<file path="src/rtl/bus_request_router_pkg.sv">
// Shared types and helpers for the bus request router: FSM state encoding,
// default-width request record and the grant legality check.
package bus_router_pkg;

  localparam int unsigned DEF_ADDR_W = 32;
  localparam int unsigned DEF_DATA_W = 32;

  typedef enum logic [1:0] {
    IDLE = 2'd0,
    REQ  = 2'd1,
    RESP = 2'd2
  } router_state_e;

  typedef struct packed {
    logic [DEF_ADDR_W-1:0]   addr;
    logic [DEF_DATA_W-1:0]   wdata;
    logic                    we;
    logic [DEF_DATA_W/8-1:0] be;
  } bus_req_t;

  // A grant is legal only if sel names an existing master that is requesting.
  function automatic logic legal_grant(input logic [31:0] valid,
                                       input logic [31:0] sel,
                                       input int unsigned count);
    if (sel >= count) return 1'b0;
    return valid[sel[4:0]];
  endfunction

endpackage

</file>
<file path="src/rtl/bus_request_router_if.sv">
// Master-side and slave-side bus signals of the request router. The slave
// modport is the router's view; the master modport is the surrounding system.
interface bus_request_router_if #(
  parameter int unsigned IN_COUNT = 2,
  parameter int unsigned ADDR_W   = 32,
  parameter int unsigned DATA_W   = 32
);
  logic [IN_COUNT-1:0]          m_req_valid_i;
  logic [IN_COUNT-1:0]          m_req_ready_o;
  logic [IN_COUNT*ADDR_W-1:0]   m_addr_i;
  logic [IN_COUNT*DATA_W-1:0]   m_wdata_i;
  logic [IN_COUNT-1:0]          m_we_i;
  logic [IN_COUNT*DATA_W/8-1:0] m_be_i;
  logic [IN_COUNT-1:0]          m_rsp_valid_o;
  logic [DATA_W-1:0]            m_rsp_rdata_o;

  logic                         s_req_valid_o;
  logic                         s_req_ready_i;
  logic [ADDR_W-1:0]            s_addr_o;
  logic [DATA_W-1:0]            s_wdata_o;
  logic                         s_we_o;
  logic [DATA_W/8-1:0]          s_be_o;
  logic                         s_rsp_valid_i;
  logic [DATA_W-1:0]            s_rsp_rdata_i;

  modport slave (
    input  m_req_valid_i, m_addr_i, m_wdata_i, m_we_i, m_be_i,
    input  s_req_ready_i, s_rsp_valid_i, s_rsp_rdata_i,
    output m_req_ready_o, m_rsp_valid_o, m_rsp_rdata_o,
    output s_req_valid_o, s_addr_o, s_wdata_o, s_we_o, s_be_o
  );

  modport master (
    output m_req_valid_i, m_addr_i, m_wdata_i, m_we_i, m_be_i,
    output s_req_ready_i, s_rsp_valid_i, s_rsp_rdata_i,
    input  m_req_ready_o, m_rsp_valid_o, m_rsp_rdata_o,
    input  s_req_valid_o, s_addr_o, s_wdata_o, s_we_o, s_be_o
  );
endinterface

</file>
<file path="src/rtl/bus_request_router.sv">
// Latches the arbiter-selected master request, presents it to the single slave
// port and routes the one response back to the owner; one transaction at a time.
module bus_request_router
  import bus_router_pkg::*;
#(
  parameter int unsigned IN_COUNT = 2,
  parameter int unsigned ADDR_W   = 32,
  parameter int unsigned DATA_W   = 32
) (
  input  logic                         clk_i,
  input  logic                         reset_i,
  bus_request_router_if.slave          bus,
  output logic [IN_COUNT-1:0]          arb_valid_list_o,
  input  logic [$clog2(IN_COUNT):0]    arb_sel_i,
  output logic                         busy_o,
  output logic [$clog2(IN_COUNT)-1:0]  owner_o,
  output logic                         err_spurious_rsp_o
);

  localparam int unsigned BE_W  = DATA_W / 8;
  localparam int unsigned OWN_W = $clog2(IN_COUNT);

  typedef struct packed {
    logic [ADDR_W-1:0] addr;
    logic [DATA_W-1:0] wdata;
    logic              we;
    logic [BE_W-1:0]   be;
  } hold_t;

  router_state_e    state_q, state_d;
  logic [OWN_W-1:0] owner_q, owner_d;
  hold_t            hold_q, hold_d;
  logic [OWN_W-1:0] sel_idx;

  assign sel_idx = arb_sel_i[OWN_W-1:0];

  always_comb begin
    state_d            = state_q;
    owner_d            = owner_q;
    hold_d             = hold_q;
    bus.m_req_ready_o  = '0;
    bus.m_rsp_valid_o  = '0;
    bus.m_rsp_rdata_o  = '0;
    arb_valid_list_o   = '0;
    err_spurious_rsp_o = 1'b0;
    unique case (state_q)
      IDLE: begin
        // The arbiter only sees requests here so its history moves on real grants.
        arb_valid_list_o   = bus.m_req_valid_i;
        err_spurious_rsp_o = bus.s_rsp_valid_i;
        if (legal_grant(32'(bus.m_req_valid_i), 32'(arb_sel_i), IN_COUNT)) begin
          bus.m_req_ready_o[sel_idx] = 1'b1;
          owner_d      = sel_idx;
          hold_d.addr  = bus.m_addr_i[sel_idx*ADDR_W +: ADDR_W];
          hold_d.wdata = bus.m_wdata_i[sel_idx*DATA_W +: DATA_W];
          hold_d.we    = bus.m_we_i[sel_idx];
          hold_d.be    = bus.m_be_i[sel_idx*BE_W +: BE_W];
          state_d      = REQ;
        end
      end
      REQ: begin
        err_spurious_rsp_o = bus.s_rsp_valid_i;
        if (bus.s_req_ready_i) state_d = RESP;
      end
      RESP: begin
        if (bus.s_rsp_valid_i) begin
          bus.m_rsp_valid_o[owner_q] = 1'b1;
          bus.m_rsp_rdata_o          = bus.s_rsp_rdata_i;
          state_d                    = IDLE;
        end
      end
      default: state_d = IDLE;
    endcase
  end

  always_ff @(posedge clk_i) begin
    if (reset_i) begin
      state_q <= IDLE;
      owner_q <= '0;
      hold_q  <= '0;
    end else begin
      state_q <= state_d;
      owner_q <= owner_d;
      hold_q  <= hold_d;
    end
  end

  assign bus.s_req_valid_o = (state_q == REQ);
  assign bus.s_addr_o      = hold_q.addr;
  assign bus.s_wdata_o     = hold_q.wdata;
  assign bus.s_we_o        = hold_q.we;
  assign bus.s_be_o        = hold_q.be;
  assign busy_o            = (state_q != IDLE);
  assign owner_o           = owner_q;

endmodule

</file>
<file path="src/flat_wrapper.sv">
// flat-port wrapper written by rule: the top's interface ports become plain ports
module bus_request_router_flat import bus_router_pkg::*;
#(
  parameter int unsigned IN_COUNT = 2,
  parameter int unsigned ADDR_W   = 32,
  parameter int unsigned DATA_W   = 32
)
  (clk_i, reset_i, arb_valid_list_o, arb_sel_i, busy_o, owner_o, err_spurious_rsp_o, bus_m_req_valid_i, bus_m_addr_i, bus_m_wdata_i, bus_m_we_i, bus_m_be_i, bus_s_req_ready_i, bus_s_rsp_valid_i, bus_s_rsp_rdata_i, bus_m_req_ready_o, bus_m_rsp_valid_o, bus_m_rsp_rdata_o, bus_s_req_valid_o, bus_s_addr_o, bus_s_wdata_o, bus_s_we_o, bus_s_be_o);
  bus_request_router_if #(.IN_COUNT(IN_COUNT), .ADDR_W(ADDR_W), .DATA_W(DATA_W)) bus_i ();
  input  logic clk_i;
  input  logic reset_i;
  output logic [IN_COUNT-1:0] arb_valid_list_o;
  input  logic [$clog2(IN_COUNT):0] arb_sel_i;
  output logic busy_o;
  output logic [$clog2(IN_COUNT)-1:0] owner_o;
  output logic err_spurious_rsp_o;
  input wire logic [$bits(bus_i.m_req_valid_i)-1:0] bus_m_req_valid_i;
  input wire logic [$bits(bus_i.m_addr_i)-1:0] bus_m_addr_i;
  input wire logic [$bits(bus_i.m_wdata_i)-1:0] bus_m_wdata_i;
  input wire logic [$bits(bus_i.m_we_i)-1:0] bus_m_we_i;
  input wire logic [$bits(bus_i.m_be_i)-1:0] bus_m_be_i;
  input wire logic [$bits(bus_i.s_req_ready_i)-1:0] bus_s_req_ready_i;
  input wire logic [$bits(bus_i.s_rsp_valid_i)-1:0] bus_s_rsp_valid_i;
  input wire logic [$bits(bus_i.s_rsp_rdata_i)-1:0] bus_s_rsp_rdata_i;
  output wire logic [$bits(bus_i.m_req_ready_o)-1:0] bus_m_req_ready_o;
  output wire logic [$bits(bus_i.m_rsp_valid_o)-1:0] bus_m_rsp_valid_o;
  output wire logic [$bits(bus_i.m_rsp_rdata_o)-1:0] bus_m_rsp_rdata_o;
  output wire logic [$bits(bus_i.s_req_valid_o)-1:0] bus_s_req_valid_o;
  output wire logic [$bits(bus_i.s_addr_o)-1:0] bus_s_addr_o;
  output wire logic [$bits(bus_i.s_wdata_o)-1:0] bus_s_wdata_o;
  output wire logic [$bits(bus_i.s_we_o)-1:0] bus_s_we_o;
  output wire logic [$bits(bus_i.s_be_o)-1:0] bus_s_be_o;
  assign bus_i.m_req_valid_i = bus_m_req_valid_i;
  assign bus_i.m_addr_i = bus_m_addr_i;
  assign bus_i.m_wdata_i = bus_m_wdata_i;
  assign bus_i.m_we_i = bus_m_we_i;
  assign bus_i.m_be_i = bus_m_be_i;
  assign bus_i.s_req_ready_i = bus_s_req_ready_i;
  assign bus_i.s_rsp_valid_i = bus_s_rsp_valid_i;
  assign bus_i.s_rsp_rdata_i = bus_s_rsp_rdata_i;
  assign bus_m_req_ready_o = bus_i.m_req_ready_o;
  assign bus_m_rsp_valid_o = bus_i.m_rsp_valid_o;
  assign bus_m_rsp_rdata_o = bus_i.m_rsp_rdata_o;
  assign bus_s_req_valid_o = bus_i.s_req_valid_o;
  assign bus_s_addr_o = bus_i.s_addr_o;
  assign bus_s_wdata_o = bus_i.s_wdata_o;
  assign bus_s_we_o = bus_i.s_we_o;
  assign bus_s_be_o = bus_i.s_be_o;
  bus_request_router #(.IN_COUNT(IN_COUNT), .ADDR_W(ADDR_W), .DATA_W(DATA_W)) u_core (.clk_i(clk_i), .reset_i(reset_i), .bus(bus_i), .arb_valid_list_o(arb_valid_list_o), .arb_sel_i(arb_sel_i), .busy_o(busy_o), .owner_o(owner_o), .err_spurious_rsp_o(err_spurious_rsp_o));
endmodule
</file>
<file path="config.mk">
export PLATFORM = sky130hd
export DESIGN_NAME = bus_request_router_flat
export DESIGN_NICKNAME = d
export VERILOG_FILES = /design/src/rtl/bus_request_router_pkg.sv /design/src/rtl/bus_request_router_if.sv /design/src/rtl/bus_request_router.sv /design/src/flat_wrapper.sv
export SDC_FILE = /design/constraint.sdc
export NUM_CORES = 1
export LEC_CHECK = 0
export CAP_MARGIN = 20
export CELL_PAD_IN_SITES_DETAIL_PLACEMENT = 0
export CELL_PAD_IN_SITES_GLOBAL_PLACEMENT = 1
export CORE_MARGIN = 10
export CORE_UTILIZATION = 21
export CTS_BUF_LIST = sky130_fd_sc_hd__clkbuf_8
export DETAILED_ROUTE_END_ITERATION = 8
export PLACE_DENSITY = 0.9
export SETUP_SLACK_MARGIN = 0.15
export SLEW_MARGIN = 20
export SYNTH_ARGS = -nofsm -noshare
export SYNTH_HDL_FRONTEND = slang
export SYNTH_SLANG_ARGS = --single-unit
</file>
<file path="constraint.sdc">
create_clock -name clk_i -period 1.72 [get_ports clk_i]
set_input_delay 0.344 -clock clk_i [delete_from_list [all_inputs] [get_ports clk_i]]
set_output_delay 0.344 -clock clk_i [all_outputs]
set_load 0.02 [all_outputs]
</file>
Word level (Yosys, flattened, before mapping)
Cells that the tools add are included.

word-level totals
  bits in registers = 72
  input port bits = 178
  logic and storage cells = 52

cells by class
  $lt $le $gt $ge = 6
  equality and inequality tests = 5
  shift-type cells = 3
  muxes and demuxes = 25
  reduce and logical (&&, ||, !) cells = 7

operator list
  cell                                                                      count
  64-bit by 7-bit indexed part select with 32-bit output                    2
  32-bit two-way mux                                                        2
  2-bit two-way mux                                                         8
  1-bit two-way mux                                                         11
  8-bit by 4-bit indexed part select with 4-bit output                      1
  2-bit by 6-bit < comparator with 1-bit output (second input constant)     1
  2-bit one-hot mux with 3 select lines                                     1
  1-bit by 2-bit < comparator with 1-bit output (second input constant)     2
  2-bit inequality test (second input constant)                             2
  3-bit AND reduction                                                       1
  1-bit binary-select mux with 2-bit select                                 1
  1-bit demux with 1-bit select                                             2
  2-bit by 1-bit equality test with 1-bit output (second input constant)    1
  2-bit equality test (second input constant)                               1
  1-bit greater-or-equal comparator (second input constant)                 2
  2-bit greater-or-equal comparator (second input constant)                 1
  1-bit logical AND                                                         2
  2-bit zero test                                                           1
  2-bit by 1-bit inequality test with 1-bit output (second input constant)  1
  2-bit AND reduction                                                       1
  2-bit nonzero test                                                        1
  2-bit OR reduction                                                        1

Logic depth before layout (Yosys ltp)
  depth after elaboration = 7
  mapped depth = 8
  mapped depth without buffers = 3

Least setup slack after synthesis
OpenSTA, ideal clock, no wires.

  path kind = input-to-output
  from = input port arb_sel_i[0]
  to = output port bus_m_req_ready_o[0]
  data arrival time = 1409 ps
  required time = 1376 ps
  path slack = -33 ps
  stages = 6
  buffers on the path = 3
  cells stage by stage = buf_6 mux2_4 buf_6 clkbuf_1 nand2_1 nor2_1

between the ends
  word-level cells in the longest chain between the ends = 7
  elaborated cells between the ends (all ways) = 14
  classes of those cells = 3 x order compare; 10 x mux; 1 x reduce/logical

ends and longest elaborated chain
  item                               RTL line                      source
  start: declaration                 flat_wrapper.sv:13            input logic [$clog2(IN_COUNT):0] arb_sel_i;
  2-bit greater-or-equal comparator  bus_request_router_pkg.sv:25  if (sel >= count) return 1'b0;
  1-bit two-way mux                  bus_request_router_pkg.sv:25
  1-bit two-way mux                  bus_request_router.sv:46      unique case (state_q)
  1-bit two-way mux                  bus_request_router_pkg.sv:26  return valid[sel[4:0]];
  1-bit two-way mux                  bus_request_router.sv:46
  2-bit two-way mux (*)              bus_request_router.sv:51      if (legal_grant(32'(bus.m_req_valid_i), 32'(arb_sel_i), IN_COUNT)) begin
  2-bit two-way mux (*)              bus_request_router.sv:46
  end: declaration                   flat_wrapper.sv:25            output wire logic [$bits(bus_i.m_req_ready_o)-1:0] bus_m_req_ready_o;

Mark *: on every way between the ends. The rest lies on a longest branch, timed or not. The select of a mux whose other input is x is not followed.

Final worst setup path
  from = input port bus_m_req_valid_i[1]
  to = output port bus_m_req_ready_o[0]

between the ends
  word-level cells in the longest chain between the ends = 6

ends and longest elaborated chain
  item                                       RTL line                      source
  start: declaration                         flat_wrapper.sv:17            input wire logic [$bits(bus_i.m_req_valid_i)-1:0] bus_m_req_valid_i;
  1-bit binary-select mux with 2-bit select  bus_request_router_pkg.sv:26
  1-bit two-way mux (implied by the code)    bus_request_router_pkg.sv:26
  1-bit two-way mux                          bus_request_router_pkg.sv:26
  1-bit two-way mux                          bus_request_router.sv:46
  2-bit two-way mux                          bus_request_router.sv:51
  2-bit two-way mux                          bus_request_router.sv:46

Every way passes these cells. The select of a mux whose other input is x is not followed.

==> flow_metrics.py <==
metrics = {
    "outcome": {
        "status": "complete, but fails checks",
        "violations": "setup timing",
    },
    "drt": {
        "ant_nets": 0,
        "first_pass_iters": 4,
        "drt_iter0_markers": 130,
        "num_vias": 4212,
        "drc": 0,
        "drt-total-wl_um": 19000,
        "via_per_inst": 4.56,
        "route.detailed.wl_per_inst_um": 20.5,
    },
    "clocking": {
        "clock-sinks": 72,
        "cts_buffers": 9,
        "cts_max_path_buffers": 2,
        "tritoncts": "built",
        "postCtsHoldBufs": 0,
        "clkLatencyLatePin_ns": 0.35,
        "path_clk_slew_ns": 0.07,
        "cts.root.buffer_cell": "clkbuf_8",
        "htreeDepth": 3,
    },
    "die": {
        "core_um2": 16600,
        "die_area_um2": 22700,
        "num_rows": 47,
        "start_util": 0.215,
        "die_w_um": 151,
        "io_pins": 289,
        "die_y_um": 151,
    },
    "setup_path": {
        "worstSetupEndpointType": "primary output",
        "crit_type": "input pin to primary output",
        "cp.required_ns": 1.38,
        "critPathArrivalTime_ns": 1.55,
        "critPathLaunchType": "input pin",
        "path_max_fanout": 4,
    },
    "global_routing": {
        "grt_overflow": 0,
        "track_usage": 0.151,
        "grt_pass1_wl_um": 26200,
        "grt_max_degree": 73,
        "antenna_found_initial": 0,
        "grt_pass1_vias": 4432,
    },
    "synthesis": {
        "yosysWarningCount": 0,
        "yosysSeqAreaShare": 0.402,
        "synth_top_area_cell": "dfxtp_1",
        "synth_nets": 554,
        "syn_avg_cell_area_um2": 9.53,
        "yosysUniqueCellTypes": 22,
        "syn_area_um2": 3580,
        "synthMuxAreaShare": 0.197,
        "synth_top_family_by_area": "compound AO/OA/AOI/OAI gates",
        "ys_ff_latch": 72,
        "synth_top_cell_area_share": 0.402,
        "yosys.area_share.adder": 0,
        "synth.top_cells.by_area": "dfxtp_1 (40%), mux2i_1 (19%), a211oi_1 (12%), a21oi_1 (9.8%), and2_1 (5.9%)",
        "synth-compound-area-share": 0.263,
        "synth_cells": 376,
        "synthSimpleGateAreaFrac": 0.0813,
        "synth_xor_area_frac": 0,
    },
    "final_layout": {
        "instances_no_fill": 924,
        "final_common_cell": "clkdlybuf4s50_1",
        "nNetsFinal": 880,
        "diodes": 0,
        "final_cell_mix": "clkdlybuf4s50_1 (174), dlygate4sd2_1 (71), dfxtp_1 (70), mux2i_1 (69), a211oi_2 (65)",
        "areaGrowthSynthToFinish_pct": 133,
        "layout-drive-gt1-share": 0.352,
    },
    "placement": {
        "hpwlAfterDp_um": 12900,
        "post-place-cells": 863,
        "io_buffers": 288,
        "place_congestion": 0.816,
    },
    "power_and_ir_drop": {
        "power_leakage_nw": 3.57,
        "p_per_area_nw_per_um2": 614,
        "total_power_mw": 5.14,
        "vdd_drop_max_v": 0.000284,
    },
    "timing": {
        "rsz0062_at_grt": "true",
        "slew_viol_final": 0,
        "setup_viol": 96,
        "min_period_ns": 1.90,
        "worst_pin_slew_ns": 0.476,
        "max_freq_ghz": 0.527,
        "period_share": 1.10,
        "clock-skew-final_ns": 0.00356,
        "finalHoldViolations": 0,
        "worst_slack_ns": -0.178,
        "relSlewSlack": 0.683,
    },
    "run": {
        "cap_viol_max_count": 0,
    },
    "min_path": {
        "worstHoldPathType": "input pin to flip-flop",
    },
}
## registers in the layout (all words and copies together) (netlist names)
| signal | cells |
|---|---|
| u_core.state_q | 2 |
| u_core.bus.s_be_o | 4 |
| u_core.owner_o | 1 |
| u_core.bus.s_addr_o | 32 |
| u_core.bus.s_wdata_o | 32 |
| u_core.bus.s_we_o | 1 |
## cell type report
type	count	area [um2]
Clock inverter	2	8.76
Timing Repair Buffer	357	4050
Inverter	2	7.51
Clock buffer	11	151
Multi-Input combinational cell	260	2430
Tap cell	220	275
Sequential cell	72	1450
Fill cell	1520	8280
## cells in the mapped netlist
| master | count |
|---|---|
| a21boi_1 | 1 |
| and2_1 | 34 |
| nand2b_1 | 1 |
| buf_6 | 4 |
| nand2_1 | 1 |
| dfxtp_1 | 72 |
| and3b_1 | 1 |
| a211oi_2 | 10 |
| mux2i_1 | 69 |
| nor2_1 | 5 |
| mux2_4 | 1 |
| o21ba_2 | 1 |
| buf_2 | 6 |
| nor3_2 | 1 |
| a21oi_1 | 70 |
| and3_1 | 1 |
| inv_1 | 2 |
| a22oi_1 | 1 |
| or2_1 | 1 |
| a211oi_1 | 59 |
| nor2b_1 | 3 |
| clkbuf_1 | 32 |
## metrics by stage
step                      cell area (um2)  setup TNS, ns  hold WS, ns  utilization  setup WS, ns
after global placement               6800         -38.86        0.503        0.408        -0.568
final                                8360          -8.63        0.459        0.503        -0.178
after global routing                 8360         -16.27        0.467        0.503        -0.210
after detailed placement             6800         -40.69        0.510        0.408        -0.637
after floorplan                      3600              0        0.506            -        0.0989
after CTS                            7930         -11.09        0.476        0.477        -0.196
## worst max-delay path, cell delays in order
cell	delay, ns
clkdlybuf4s50_1	0.47
buf_4	0.17
mux2_4	0.29
nand2_4	0.08
nor2_4	0.04
buf_12	0.15
## path summary, 6_finish.rpt
path,start,to,slack [ns],cells past startpoint
min reg2reg,u_core.bus.s_wdata_o[11]$_SDFFE_PP0P_,u_core.bus.s_wdata_o[11]$_SDFFE_PP0P_,0.51,2
min,arb_sel_i[0],u_core.owner_o$_SDFFE_PP0P_,0.46,3
max reg2reg,u_core.state_q[1]$_SDFFE_PP0P_,u_core.bus.s_addr_o[16]$_SDFFE_PP0P_,-0.10,10
max,bus_m_req_valid_i[1],bus_m_req_ready_o[0],-0.18,6
## power breakdown
part | switching [mW] | internal (mW) | total [mW]
sequential | 0.0761 | 1.81 | 1.88
combinational | 0.920 | 1.15 | 2.07
clock | 0.614 | 0.571 | 1.19
total | 1.61 | 3.53 | 5.14
## what timing repair did
item | in CTS | in global routing
endpoints found under the setup margin | 181 | 110
gates resized for setup | 382 | 81
setup buffers | 26 | 4
cloned | 17 | 1
pin swaps | 29 | 31
## layer usage
metal  GRT usage  routed length (um)
met1       0.161                7380
met5           0                   0
met3      0.0663                2040
met2       0.267                9360
met4      0.0409                 203
## kinds of logic (layout without fill, tap and decap cells)
group | count (synthesis) | after routing
AO/OA/AOI/OAI | 142 | 142
multiplexers | 70 | 70
AND/OR/NAND/NOR | 48 | 48
buffers and inverters | 44 | 372
flip-flops | 72 | 72
No activity file was read; power rests on OpenSTA's default activity.
